[config.mk]
export PLATFORM = sky130hd
export DESIGN_NAME = piso_serializer
export DESIGN_NICKNAME = d
export VERILOG_FILES = /design/src/rtl/sr_defs.sv /design/src/rtl/piso_serializer_bit_counter.sv /design/src/rtl/piso_serializer.sv
export SDC_FILE = /design/constraint.sdc
export NUM_CORES = 1
export LEC_CHECK = 0
export ABC_AREA = 0
export CAP_MARGIN = 0
export CORE_AREA = 2 2 39 41
export DETAILED_ROUTE_END_ITERATION = 8
export DIE_AREA = 0 0 41 43
export SYNTH_ARGS = -nofsm -noshare
export SYNTH_HDL_FRONTEND = slang
export SYNTH_SLANG_ARGS = --single-unit
export TNS_END_PERCENT = 50
[constraint.sdc]
create_clock -name clk -period 1.2 [get_ports clk]
set_input_delay 0.18 -clock clk [delete_from_list [all_inputs] [get_ports clk]]
set_output_delay 0.18 -clock clk [all_outputs]
set_load 0.01 [all_outputs]
[src/rtl/sr_defs.sv]
// Shared definitions for the PISO serializer and its SIPO partner.
package sr_defs;

  // Default word width, shared with the downstream 4-bit SIPO
  localparam int SR_WIDTH = 4;

  typedef enum logic {
    ST_IDLE  = 1'b0,
    ST_SHIFT = 1'b1
  } state_e;

  // Bit-counter width for a given word width (never narrower than 1 bit)
  function automatic int cnt_w(input int w);
    return (w < 2) ? 1 : $clog2(w);
  endfunction

endpackage

[src/rtl/piso_serializer_bit_counter.sv]
// Modulo-WIDTH bit counter with clear, enable and terminal-count flag.
// Also usable on the SIPO side for word-complete detection.
module bit_counter
  import sr_defs::*;
#(
  parameter int WIDTH = SR_WIDTH
) (
  input  logic                      clk,
  input  logic                      rst,
  input  logic                      clr,
  input  logic                      en,
  output logic [cnt_w(WIDTH)-1:0]   cnt,
  output logic                      tc
);

  localparam int               CNT_W = cnt_w(WIDTH);
  localparam logic [CNT_W-1:0] LAST  = CNT_W'(WIDTH - 1);

  assign tc = (cnt == LAST);

  // Count enabled cycles, wrap after the last bit; clear wins over enable
  always_ff @(posedge clk) begin
    if (!rst)     cnt <= '0;
    else if (clr) cnt <= '0;
    else if (en)  cnt <= tc ? '0 : cnt + CNT_W'(1);
  end

endmodule

[src/rtl/piso_serializer.sv]
// Parallel-in serial-out stage feeding the SIPO serial input.
// Words enter over valid/ready; bits leave one per clock with frame qualifiers.
// All outputs except in_ready are registered from next-state values, so the
// first bit appears the cycle after the accept edge.
module piso_serializer
  import sr_defs::*;
#(
  parameter int   WIDTH      = SR_WIDTH,
  parameter bit   MSB_FIRST  = 1'b1,
  parameter logic IDLE_LEVEL = 1'b0
) (
  input  logic             clk,
  input  logic             rst,
  input  logic [WIDTH-1:0] in_data,
  input  logic             in_valid,
  output logic             in_ready,
  output logic             serial_out,
  output logic             serial_valid,
  output logic             frame_start,
  output logic             frame_end,
  output logic             busy
);

  localparam int CNT_W = cnt_w(WIDTH);

  state_e           state, state_nxt;
  logic [WIDTH-1:0] sh, sh_nxt;
  logic [CNT_W-1:0] cnt;
  logic             tc;
  logic             accept;
  logic             so_nxt;
  logic             fe_nxt;

  bit_counter #(.WIDTH(WIDTH)) u_cnt (
    .clk (clk),
    .rst (rst),
    .clr (accept),
    .en  (state == ST_SHIFT),
    .cnt (cnt),
    .tc  (tc)
  );

  // State register
  always_ff @(posedge clk) begin
    if (!rst) state <= ST_IDLE;
    else      state <= state_nxt;
  end

  // Next state and handshake; ready on the last bit allows gapless words
  always_comb begin
    state_nxt = state;
    in_ready  = 1'b0;
    if (rst) in_ready = (state == ST_IDLE) || ((state == ST_SHIFT) && tc);
    accept = in_valid && in_ready;
    case (state)
      ST_IDLE:  if (accept) state_nxt = ST_SHIFT;
      ST_SHIFT: if (tc && !accept) state_nxt = ST_IDLE;
      default:  state_nxt = ST_IDLE;
    endcase
  end

  // Next shift-register contents and next registered output values
  always_comb begin
    sh_nxt = sh;
    if (accept)                 sh_nxt = in_data;
    else if (state == ST_SHIFT) sh_nxt = MSB_FIRST ? (sh << 1) : (sh >> 1);
    so_nxt = IDLE_LEVEL;
    if (state_nxt == ST_SHIFT) so_nxt = MSB_FIRST ? sh_nxt[WIDTH-1] : sh_nxt[0];
    // Next bit is the last one when the current bit is second-to-last and
    // no new word is loading (a load always restarts at bit 0)
    fe_nxt = (state == ST_SHIFT) && !tc && (cnt == CNT_W'(WIDTH - 2));
  end

  // Datapath and registered outputs
  always_ff @(posedge clk) begin
    if (!rst) begin
      sh           <= '0;
      serial_out   <= IDLE_LEVEL;
      serial_valid <= 1'b0;
      frame_start  <= 1'b0;
      frame_end    <= 1'b0;
      busy         <= 1'b0;
    end else begin
      sh           <= sh_nxt;
      serial_out   <= so_nxt;
      serial_valid <= (state_nxt == ST_SHIFT);
      frame_start  <= accept;
      frame_end    <= fe_nxt;
      busy         <= (state_nxt == ST_SHIFT);
    end
  end

endmodule

# Word-level counts from Yosys, hierarchy flattened
# Cells that the tools add are included.
dict set report word_totals {
  elab_cells 30
  out_inout_bits 6
  regBits 10
  input_bits 7
}
dict set report op_classes {
  n_mux 7
  n_reduce_logical 11
  n_addsub 1
  bitwise 2
  n_eq_ne 2
}
# op count
set op_table {}
lappend op_table {{$mux W4} 2}
lappend op_table {{$logic_and A1 B1 Y1} 5}
lappend op_table {{$eq A2 B2 Y1 const B} 2}
lappend op_table {{$mux W1} 3}
lappend op_table {{$add A2 B1 Y2 const B} 1}
lappend op_table {{$logic_not A1 Y1} 2}
lappend op_table {{$mux W2} 1}
lappend op_table {{$not A1 Y1} 2}
lappend op_table {{$pmux W1 S2} 1}
lappend op_table {{$reduce_and A2 Y1} 1}
lappend op_table {{$reduce_bool A2 Y1} 1}
lappend op_table {{$reduce_or A2 Y1} 1}
lappend op_table {{$logic_or A1 B1 Y1} 1}

# Logic depth before layout (Yosys ltp)
dict set report depth {
  depth_word 10
  depth_mapped 5
}

# Hierarchy
# Synthesis repeated with hierarchy kept, for this count alone.
dict set report unflattened {
  hier_cells 42
  hier_area_um2 417.9
}
# mod area_each_um2 instances cells_per_inst
set by_module_without_submodules {}
lappend by_module_without_submodules {piso_serializer 321.6 1 33}
lappend by_module_without_submodules {bit_counter 96.3 1 9}

# Worst setup path before layout
# OpenSTA, ideal clock, no wires.
dict set report synth_timing {
  path_kind {register to register}
  start {register u_cnt.cnt[0]}
  end {register sh[1]}
  t_arrival_ns 0.979
  synth_period_minus_slack_ns 1.096
  slack_ns 0.104
  t_required_ns 1.084
  path_stages_with_launch 5
  cell_sequence {dfxtp_1 > ha_1 > nand2b_4 > nand3_2 > o211a_1}
}
dict set report synth_between {
  elab_chain_len 6
  word_cells_on_any_way 7
  classes_between {1 x eq/ne; 2 x mux; 4 x reduce/logical}
}
# element line_no
set synth_rtl {}
lappend synth_rtl {{start, declared} piso_serializer_bit_counter.sv:12} ;# output logic [cnt_w(WIDTH)-1:0] cnt,
lappend synth_rtl {{start signal, assigned} piso_serializer_bit_counter.sv:25} ;# else if (en) cnt <= tc ? '0 : cnt + CNT_W'(1);
lappend synth_rtl {{$eq A2 B2 Y1 *} piso_serializer_bit_counter.sv:19} ;# assign tc = (cnt == LAST);
lappend synth_rtl {{$logic_and A1 B1 Y1 *} piso_serializer.sv:53} ;# if (rst) in_ready = (state == ST_IDLE) || ((state == ST_SHIFT) && tc);
lappend synth_rtl {{$logic_or A1 B1 Y1 *} piso_serializer.sv:53}
lappend synth_rtl {{$mux W1 *} piso_serializer.sv:53}
lappend synth_rtl {{$logic_and A1 B1 Y1 *} piso_serializer.sv:54} ;# accept = in_valid && in_ready;
lappend synth_rtl {{$mux W4 / $reduce_bool A2 Y1 (equally long branches)} -}
lappend synth_rtl {{end signal, assigned} piso_serializer.sv:84} ;# sh <= sh_nxt;
lappend synth_rtl {{end, declared} piso_serializer.sv:27} ;# logic [WIDTH-1:0] sh, sh_nxt;
# Every way passes the cells marked *; elsewhere a longest branch is shown, timed or not.
# A chain may end at the register's enable or synchronous reset.

# Worst setup path in the final report
dict set report layout_timing {
  start {register u_cnt.cnt[1]}
  end {output in_ready}
}
dict set report layout_between {
  elab_chain_len 4
}
# element line_no
set layout_rtl {}
lappend layout_rtl {{$eq A2 B2 Y1} piso_serializer_bit_counter.sv:19}
lappend layout_rtl {{$logic_and A1 B1 Y1} piso_serializer.sv:53}
lappend layout_rtl {{$logic_or A1 B1 Y1} piso_serializer.sv:53}
lappend layout_rtl {{$mux W1} piso_serializer.sv:53}
lappend layout_rtl {{end, declared} piso_serializer.sv:16} ;# output logic in_ready,
# Every way passes these cells.

==> summary.md <==
| Metric | Value |
|---|---|
| Gr ovfl total | `0` |
| Setup crit end kind | `output pin` |
| Fillers | `approximately 150` |
| Synth top area cells | `dfxtp_1, ha_1, mux2i_1, o211a_1, a21boi_0` |
| Adder-cell share of the synthesized area | `5.99%` |
| R2R Path End | `sh[1]` |
| Hold path start | `sh[2]` |
| P_leak | `between 0.2 and 0.3 nW` |
| Simple-gate share of the synthesized area | `22.5%` |
| Mapped cell area | `~420 µm²` |
| Maximum VDD drop | `approximately 0.62 mV` |
| CTS tree | `done` |
| Pwr Density | `1100 mW/mm²` |
| RSZ-0062 raised after global routing | `yes` |
| Initial core utilization | `~30%` |
| Post-CTS Repair Setup Buffers | `0` |
| CP Max Fanout | `2` |
| Layout cell share with drive strength beyond 1 | `between 30% and 40%` |
| Worst hold endpoint | `serial_out` |
| Bufs on Longest Clock Path | `2` |
| Pre-antenna DRT Iters | `4` |
| CP startpoint kind | `register` |
| Post-layout util | `between 40% and 50%` |
| Post-cts hold buffer count | `0` |
| Min Tclk post-route | `roughly 1300 ps` |
| Vias in the first global route | `325` |
| Critical Path Source | `u_cnt.cnt[1]` |
| Syn avg cell area | `about 10 µm²` |
| Post-synthesis mux area share | `4.79%` |
| Total track usage | `12.3%` |
| Hold crit path type | `reg2reg` |
| Clock sinks | `9` |
| Setup TNS | `-83.5 ps` |
| Final Cell Area | `around 630 µm²` |
| Count leader, synth | `dfxtp_1` |
| H-tree lvl count | `1` |
| Cells after Synth | `41` |
| Synth Area in XOR/XNOR | `0%` |
| DRT Wirelength | `~840 µm` |
| Yosys top cell by area | `dfxtp_1` |
| Largest family of logic cells by synthesized area | `simple AND/OR/NAND/NOR gates` |
| WHS Path Cells | `2` |
| Routed vias/inst | `about 4.8` |
| Rows | `14` |
| Register-to-Register Setup Slack | `~60 ps` |
| Max-Cap Viols | `0` |
| Slew Viols, Final | `0` |
| Failing checks | `setup timing` |
| Kind of critical path | `reg2out` |
| Final setup violating endpoints | `1` |
| Die area | `~0.0018 mm²` |
| Initial DRC Count | `8` |
| Initial antenna violation count | `0` |
| FFs w/ async S/R, synth | `0%` |
| First-pass GRT wire length | `between 1000 and 1500 µm` |
| Routed Antenna Nets | `0` |
| Avg WL per Cell | `roughly 11 µm` |
| Share of the synthesized area in the top cell type | `a little over two fifths` |
| Status | `finished with violations` |
| Remaining DRCs | `0` |
| Synth cell count leaders | `dfxtp_1, nand2_1` |
| Root buffer cell | `clkbuf_4` |
| Worst slew pin tran | `around 270 ps` |
| P&R area growth vs syn | `50.6%` |
| CORE AREA | `between 0.001 and 0.0015 mm²` |
| CTS buffer count | `3` |
| Worst EP required | `1020 ps` |
| Largest net degree at the start of global routing | `12` |
| Post-synth EDFFs | `0` |
| Tot Pwr | `0.695 mW` |
| Die X | `41 µm` |
| Worst R2R Path Depth | `5` |
| Final hold vios | `0` |
| Max frequency | `roughly 800 MHz` |
| Worst-path clk slew | `about 70 ps` |
| Syn nets | `50` |
| Final #Nets | `between 70 and 80` |
| GPL Wtd Cong | `~0.78` |
| Vert. Die Dim | `43 µm` |
| Insertion delay to the later sink of the worst-skew pair | `260 ps` |
| Worst Hold Slack | `approximately 490 ps` |
| Ant diodes | `0` |
| Count of cell types in the netlist | `24` |
| Via count | `roughly 370` |
| # IOs | `13` |
| #FFs+latches synth | `9` |
| Final worst setup slack | `-83.5 ps` |
| Sequential share of the synthesized area | `a little over two fifths` |
| Area post-placement | `between 500 and 600 µm²` |
| Period utilization | `107%` |
| Post-DP HPWL | `611 µm` |
| Layout Skew | `approximately 12 ps` |
| Main flop type after synthesis | `dfxtp_1` |
| Relative slew slack | `about four fifths` |
| Synth Area in Compound Gates | `16.2%` |
| Port buffer count | `12` |
| WP data arrival | `~1100 ps` |
| Yosys warnings | `0` |
| RR Startpoint | `u_cnt.cnt[1]` |
routing by layer:
metal | track usage [%] | up-vias | wire length, µm
met4 | 6.00 | 0 | 14
met2 | 16.3 | 16 | 388
met3 | 7.85 | 2 | 68
met1 | 14.9 | 166 | 365
met5 | 0 | - | 0
li1 | - | 184 | -
cell usage in the layout, fill, tap and decap left out, types with 3 or more instances in the layout:
| cell | instances |
|---|---|
| buf_4 | 6 |
| clkbuf_4 | 3 |
| clkdlybuf4s50_1 | 6 |
| dfxtp_1 | 6 |
| dfxtp_2 | 3 |
| dlygate4sd2_1 | 3 |
| nand2_1 | 3 |
worst max path at each step:
stage / endpoint / slack [ps] / cells past startpoint
floorplan: sh[1] / 100 / 4
global placement: in_ready / -300 / 3
detailed placement: in_ready / -310 / 3
CTS: in_ready / -90 / 4
global route: in_ready / -140 / 4
finish: in_ready / -80 / 4
sequential cells by signal, indices dropped and copies added (netlist names):
name and count:
sh 3, frame_end 1, busy 1, serial_out 1, frame_start 1, u_cnt.cnt 2
where the power goes:
group / total (mW) / internal, mW / switching, mW
clock network: 0.230 / 0.128 / 0.103
logic: 0.135 / 0.0782 / 0.0572
registers: 0.330 / 0.318 / 0.0116
total: 0.695 / 0.524 / 0.171
worst max-delay path: stages (launching register included):
cell and delay (ps):
dfxtp_2 330, ha_4 150, nand2b_4 130, and2_4 130, buf_6 110
stage by stage:
step	std cells	setup WS, ps
finish	77	-83.5
floorplan	41	104
CTS	77	-93.0
detailed placement	73	-305
global route	77	-141
global placement	73	-299
logic make-up (layout without fill, tap and decap cells):
kind of cell / after synthesis / in the layout
compound gates: 9 / 9
simple gates: 14 / 14
buf+inv: 5 / 25
fa+ha+maj: 2 / 2
mux: 2 / 2
flops: 9 / 9
layout make-up:
| cell class | count | area (µm²) | area share, % |
|---|---|---|---|
| Clock buffer | 4 | 26.3 | 4.17 |
| Inverter | 2 | 7.51 | 1.19 |
| Multi-Input combinational cell | 27 | 228 | 36.2 |
| Sequential cell | 9 | 184 | 29.2 |
| Tap cell | 16 | 20.0 | 3.18 |
| Timing Repair Buffer | 19 | 164 | 26.0 |
timing repair:
| action | in CTS | in global routing |
|---|---|---|
| pin swaps | 2 | 0 |
| setup endpoints to repair | 6 | 5 |
| gates resized for setup | 19 | 3 |
| cloned | 0 | 0 |
(Power assumes the default switching activity.)
